[src/rtl/ctrl_unit_param.sv]
// Parametrised multi-cycle control unit: Moore FSM (START/FETCH/DECODE/EXEC/OUTW/HALT)
// driving datapath strobes. Define CTRL_UNIT_PARAM_INSTR_COUNT_EN to add Instr_Count.
module ctrl_unit_param #(
  parameter int OPW  = 4,
  parameter int NREG = 4,
  parameter int SELW = 2,
  localparam int RIDX_W = (NREG > 1) ? $clog2(NREG) : 1
) (
  input  logic              Clk,
  input  logic              Reset_n,
  input  logic [OPW-1:0]    IR_CU,
  input  logic [RIDX_W-1:0] IR_Idx,
  input  logic              Run,
  input  logic              Zero,
  input  logic              Out_Ready,
  output logic              IRload,
  output logic              PCload,
  output logic              Jump_SelMode,
  output logic              In_Sel,
  output logic [NREG-1:0]   RegLoad,
  output logic              FlagLoad,
  output logic [SELW-1:0]   Sel_Mode,
  output logic              Out_Valid,
  output logic              Illegal,
  output logic              Halt,
  output logic [2:0]        OUTPUT
`ifdef CTRL_UNIT_PARAM_INSTR_COUNT_EN
  , output logic [15:0]     Instr_Count
`endif
);

  typedef enum logic [2:0] {
    ST_START  = 3'd0,
    ST_FETCH  = 3'd1,
    ST_DECODE = 3'd2,
    ST_EXEC   = 3'd3,
    ST_OUTW   = 3'd4,
    ST_HALT   = 3'd5
  } state_e;

  state_e state_q, state_d;

  // Widen the fields once so opcode/index compares need no per-site casts.
  logic [31:0] op32, idx32;
  logic        idx_ok;
  logic [NREG-1:0] reg_sel;

  assign op32   = 32'(IR_CU);
  assign idx32  = 32'(IR_Idx);
  assign idx_ok = (idx32 < 32'(NREG));

  always_comb begin
    reg_sel = '0;
    if (idx_ok) reg_sel[IR_Idx] = 1'b1;
  end

  always_ff @(posedge Clk or negedge Reset_n) begin
    if (!Reset_n) state_q <= ST_START;
    else          state_q <= state_d;
  end

  always_comb begin
    state_d      = state_q;
    IRload       = 1'b0;
    PCload       = 1'b0;
    Jump_SelMode = 1'b0;
    In_Sel       = 1'b0;
    RegLoad      = '0;
    FlagLoad     = 1'b0;
    Sel_Mode     = '0;
    Out_Valid    = 1'b0;
    Illegal      = 1'b0;
    Halt         = 1'b0;
    unique case (state_q)
      ST_START: if (Run) state_d = ST_FETCH;
      ST_FETCH: begin
        IRload  = 1'b1;
        PCload  = 1'b1;
        state_d = ST_DECODE;
      end
      ST_DECODE: begin
        if      (op32 == 32'd6) state_d = ST_OUTW;
        else if (op32 == 32'd9) state_d = ST_HALT;
        else                    state_d = ST_EXEC;
      end
      ST_EXEC: begin
        state_d = ST_START;
        Illegal = !idx_ok;
        case (op32)
          32'd0: ;
          32'd1: begin
            In_Sel  = 1'b1;
            RegLoad = reg_sel;
          end
          32'd2, 32'd3, 32'd4, 32'd5: begin
            Sel_Mode = SELW'(op32 - 32'd2);
            RegLoad  = reg_sel;
            FlagLoad = 1'b1;
          end
          32'd7: begin
            PCload       = 1'b1;
            Jump_SelMode = 1'b1;
          end
          32'd8: begin
            Jump_SelMode = 1'b1;
            PCload       = Zero;
          end
          default: Illegal = 1'b1;
        endcase
      end
      ST_OUTW: begin
        Out_Valid = 1'b1;
        if (Out_Ready) state_d = ST_START;
      end
      ST_HALT: Halt = 1'b1;
      default: state_d = ST_HALT;
    endcase
  end

  assign OUTPUT = state_q;

`ifdef CTRL_UNIT_PARAM_INSTR_COUNT_EN
  logic [15:0] cnt_q, cnt_d;

  // Count completed instructions only; HALT never returns to START.
  always_comb begin
    cnt_d = cnt_q;
    if (state_d == ST_START && (state_q == ST_EXEC || state_q == ST_OUTW) &&
        cnt_q != 16'hFFFF)
      cnt_d = cnt_q + 16'd1;
  end

  always_ff @(posedge Clk or negedge Reset_n) begin
    if (!Reset_n) cnt_q <= '0;
    else          cnt_q <= cnt_d;
  end

  assign Instr_Count = cnt_q;
`endif

endmodule
[config.mk]
export PLATFORM = sky130hd
export DESIGN_NAME = ctrl_unit_param
export DESIGN_NICKNAME = d
export VERILOG_FILES = /design/src/rtl/ctrl_unit_param.sv
export SDC_FILE = /design/constraint.sdc
export NUM_CORES = 1
export LEC_CHECK = 0
export ABC_AREA = 1
export CAP_MARGIN = 20
export CORE_AREA = 4 4 41 43
export CTS_BUF_LIST = sky130_fd_sc_hd__clkbuf_4
export DETAILED_ROUTE_END_ITERATION = 7
export DIE_AREA = 0 0 45 47
export PLACE_DENSITY = 0.73
export SYNTH_ARGS = -nofsm -noshare
export SYNTH_HDL_FRONTEND = slang
export SYNTH_SLANG_ARGS = --single-unit
[constraint.sdc]
create_clock -name Clk -period 1.6 [get_ports Clk]
set_clock_uncertainty 0.2 [all_clocks]
set_input_delay 0.32 -clock Clk [delete_from_list [all_inputs] [get_ports Clk]]
set_output_delay 0.32 -clock Clk [all_outputs]
set_load 0.01 [all_outputs]
* Word-level counts from Yosys, hierarchy flattened
Index checks and enable logic that the tools add are counted.
** Word-level totals
- Input bits :: 11
- Output and inout port bits :: 17
- Logic and storage cells :: 56
- Register bits :: 3
** Cells by class
- Bitwise gates (word level) :: 1
- Equality and inequality tests :: 16
- $lt $le $gt $ge :: 3
- Reduce and logical (&&, ||, !) cells :: 9
- Multiplexer cells :: 25
- Add/subtract/negate cells :: 1
** Operators with widths (number)
- $logic_not A32 Y1 :: 1
- $pmux W3 S6 :: 1
- $eq A4 B3 Y1 const B :: 4
- $mux W1 :: 12
- $mux W3 :: 4
- $mux W4 :: 3
- $eq A4 B2 Y1 const B :: 2
- $eq A4 B4 Y1 const B :: 2
- $reduce_or A8 Y1 :: 1
- $eq A3 B2 Y1 const B :: 2
- $eq A3 B3 Y1 const B :: 2
- $lt A2 B3 Y1 const B :: 2
- $reduce_or A5 Y1 :: 1
- $eq A4 B1 Y1 const B :: 1
- $mux W2 :: 2
- $ne A2 B2 Y1 const B :: 2
- $pmux W1 S2 :: 2
- $reduce_or A4 Y1 :: 1
- $eq A3 B1 Y1 const B :: 1
- $logic_not A3 Y1 :: 1
- $reduce_and A3 Y1 :: 1
- $demux W1 S2 :: 1
- $ge A2 B1 Y1 const B :: 1
- $reduce_or A2 Y1 :: 1
- other kinds (4) :: 4

* Logic depth before layout (Yosys ltp)
- Word-level depth :: 7
- Gate-level depth with buffers :: 8
- Gate-level depth less buffers :: 8

* Worst setup path before layout
Ideal clock, no wire load.
- Kind :: flip-flop to output port
- Start point :: register state_q[2] (netlist: OUTPUT[2])
- End point :: output port RegLoad[0]
- Buffers on the path :: 0
- Slack :: -0.080 ns
- Required time :: 1.080 ns
- Stages on the path, launching flop included :: 5
- Arrival :: 1.160 ns
- Cell sequence :: dfrtp_1 -> inv_2 -> nand3_2 -> or2_0 -> nor3_1
** On the way
- Cells in the longest elaborated chain, start to end :: 2
** Ends and longest elaborated chain
- start: declaration :: line 41 : state_e state_q, state_d;
- start signal: assignment :: line 59 : else state_q <= state_d;
- $eq A3 B2 Y1 :: line 74 : unique case (state_q)
- $mux W4 :: line 74
- end: declaration :: line 20 : output logic [NREG-1:0] RegLoad,
Every way passes these cells.

* Worst setup path after layout
- Start point :: register state_q[2] (netlist: OUTPUT[2])
- End point :: output port RegLoad[2]
Same word-level chain as after synthesis.

==> summary.md <==
| Metric | Value |
|---|---|
| Outcome | `finished, violations left` |
| Failing checks | `negative setup slack` |
| Synth top area cells | `dfrtp_1 21%, nand2_1 16%, nor3_1 9.6%` |
| Seq cells post-synth | `3` |
| Synthesized instance count | `67` |
| Static Leak | `0.484 nW` |
| Initial antenna violation count | `0` |
| Detail Route Antenna Nets | `0` |
| Crit-path slowest cell | `dfrtp_2` |
| Max Cap Viol | `0` |
| Commonest cells after routing, fill and taps aside | `19 x buf_4, 13 x nand2_1, 12 x buf_2` |
| Root buf cell | `clkbuf_4` |
| Final Hold Fails | `0` |
| Syn Area/Cell | `5.45 sq um` |
| Post-place setup slack | `-906 ps` |
| Crit end category | `output pin` |
| Antenna diodes | `0` |
| Met2 WL | `954 microns` |
| Hold_buf cts | `0` |
| Top-area cell type share of the netlist area | `0.205` |
| Vias in the first global route | `648` |
| Layout cells sized above 1 | `0.653` |
| Core area | `1300 sq um` |
| Commonest non-fill, non-tap cell in the layout | `buf_4` |
| Crit-path max cell delay | `400 ps` |
| Total I/O pin count | `28` |
| VDD IR-drop max | `0.525 mV` |
| Power Density | `332 nW/um^2` |
| Row count | `13` |
| H-tree depth | `1` |
| Finish-stage setup viols | `14` |
| Worst Path Required | `1080 ps` |
| Detailed Routing Iterations Pass 1 | `3` |
| Global Route Usage Sum | `0.168` |
| Worst path arrival time | `1330 ps` |
| Clock slew at reported path FFs | `40 ps` |
| Cell variety after synth | `16` |
| Routed len/inst | `12.2 microns` |
| Worst skew pair latency | `240 ps` |
| TritonCTS buffer count | `3` |
| Critical path class | `reg -> out` |
| Final Max Tran Viols | `0` |
| Final hold slack | `56.0 ps` |
| I/O Buffers | `27` |
| Tcrit/Tclk final | `1.16` |
| Setup crit start | `OUTPUT[2]` |
| Cell Area, Placed | `810 sq um` |
| First-pass GRT wire length | `2500 microns` |
| CTS tree | `built` |
| Die W | `45 microns` |
| Hpwl dp | `1110 microns` |
| Slew @ Worst Pin | `441 ps` |
| DRC viols | `0` |
| Ys Warns | `0` |
| Finished Cell Area | `968 sq um` |
| WL met1 | `548 microns` |
| Post-layout util | `0.744` |
| P&R area growth vs syn | `165%` |
| Unrepaired setup endpoints after global routing | `yes` |
| Total power | `0.000321 W` |
| Top routing layer in use | `met4` |
| Yosys top cell by area | `dfrtp_1` |
| Post-layout min period | `1850 ps` |
| Max Fclk | `540 MHz` |
| Max clock buf depth | `2` |
| Initial Util | `0.281` |
| Fin nets | `136` |
| Max-slew headroom | `0.704` |
| Max FO, Critical Path | `4` |
| Critical path cell sequence | `inv_2 > nand3_4 > or2_4 > nor3_2 > buf_2` |
| Max FFs per register | `3` |
| Die span in y | `47 microns` |
| Reg2reg start | `OUTPUT[1]` |
| Sink Count | `3` |
| Hold Path Class | `in -> async` |
| Area of the mapped netlist | `365 sq um` |
| Initial DRC Count | `5` |
| Seq/Total Area, Yosys | `0.205` |
| Largest net degree at the start of global routing | `6` |
| Final WS setup | `-251 ps` |
| Routed via count | `670` |
| Routability congestion estimate | `0.737` |
| Syn nets | `78` |
| GRT overflow | `0` |
| R2R depth | `9` |
| Number of vias per cell | `4.82` |
| WL final | `1700 microns` |
| Die ar. | `2120 sq um` |
| Crit start category | `register` |
| Met3 Routed Length | `145 microns` |
synthesized netlist by cell type, drive strengths merged:
cell / instances
nand2: 16
nand4: 1
nand3: 7
nor2: 10
or2: 1
dfrtp: 3
nor3: 7
inv: 12
o211ai: 1
a21oi: 3
a31oi: 1
a31o: 1
o21ai: 4
per-stage QoR:
stage                     std cells  setup TNS, ps
final                           139          -2460
after global routing            139          -3680
after CTS                       133          -2090
after detailed placement        126         -10740
after global placement          126         -10290
after floorplan                  67          -40.1
repair_timing:
action | 4_1_cts | 5_1_grt
buffers inserted | 3 | 8
resized for setup | 97 | 22
setup endpoints to repair | 20 | 16
pin swaps | 9 | 4
report_power, final:
part	internal, W	switching, W
sequential	0.0000763	0
combinational	0.0000451	0.0000446
clock	0.000111	0.0000445
total	0.000232	0.0000891
path summary, 6_finish.rpt:
check                              to  slack [ps]
max                        RegLoad[2]        -250
min                         OUTPUT[0]          60
max reg2reg                 OUTPUT[2]          80
min reg2reg                 OUTPUT[2]         560
max in group asynchronous   OUTPUT[2]         990
min in group Clk            OUTPUT[1]         510
cell families (layout without fill, tap and decap cells):
kind of cell | Yosys count | in the layout | synth area share
flip-flops | 3 | 3 | 0.205
buffers and inverters | 12 | 69 | 0.123
AND/OR/NAND/NOR | 42 | 42 | 0.514
AO/OA/AOI/OAI | 10 | 10 | 0.158
metal layers:
metal	up-vias	GRT usage
li1	341	-
met1	298	0.153
met2	25	0.328
met3	6	0.0307
met4	0	0.123
met5	-	0
critical path: cells and delay by family (launching register included):
family / cells / cell delay (ps)
simple gates: 3 / 480
flops: 1 / 400
buf+inv: 2 / 230
area by class of cell:
class | instances | area [sq um]
flip-flops and latches | 3 | 76.3
clock buffers | 4 | 30.0
repair buffers | 53 | 428
well taps | 15 | 18.8
multi-input cells | 52 | 365
inverters | 12 | 50.0
fillers | 96 | 333
(Power assumes the default switching activity.)
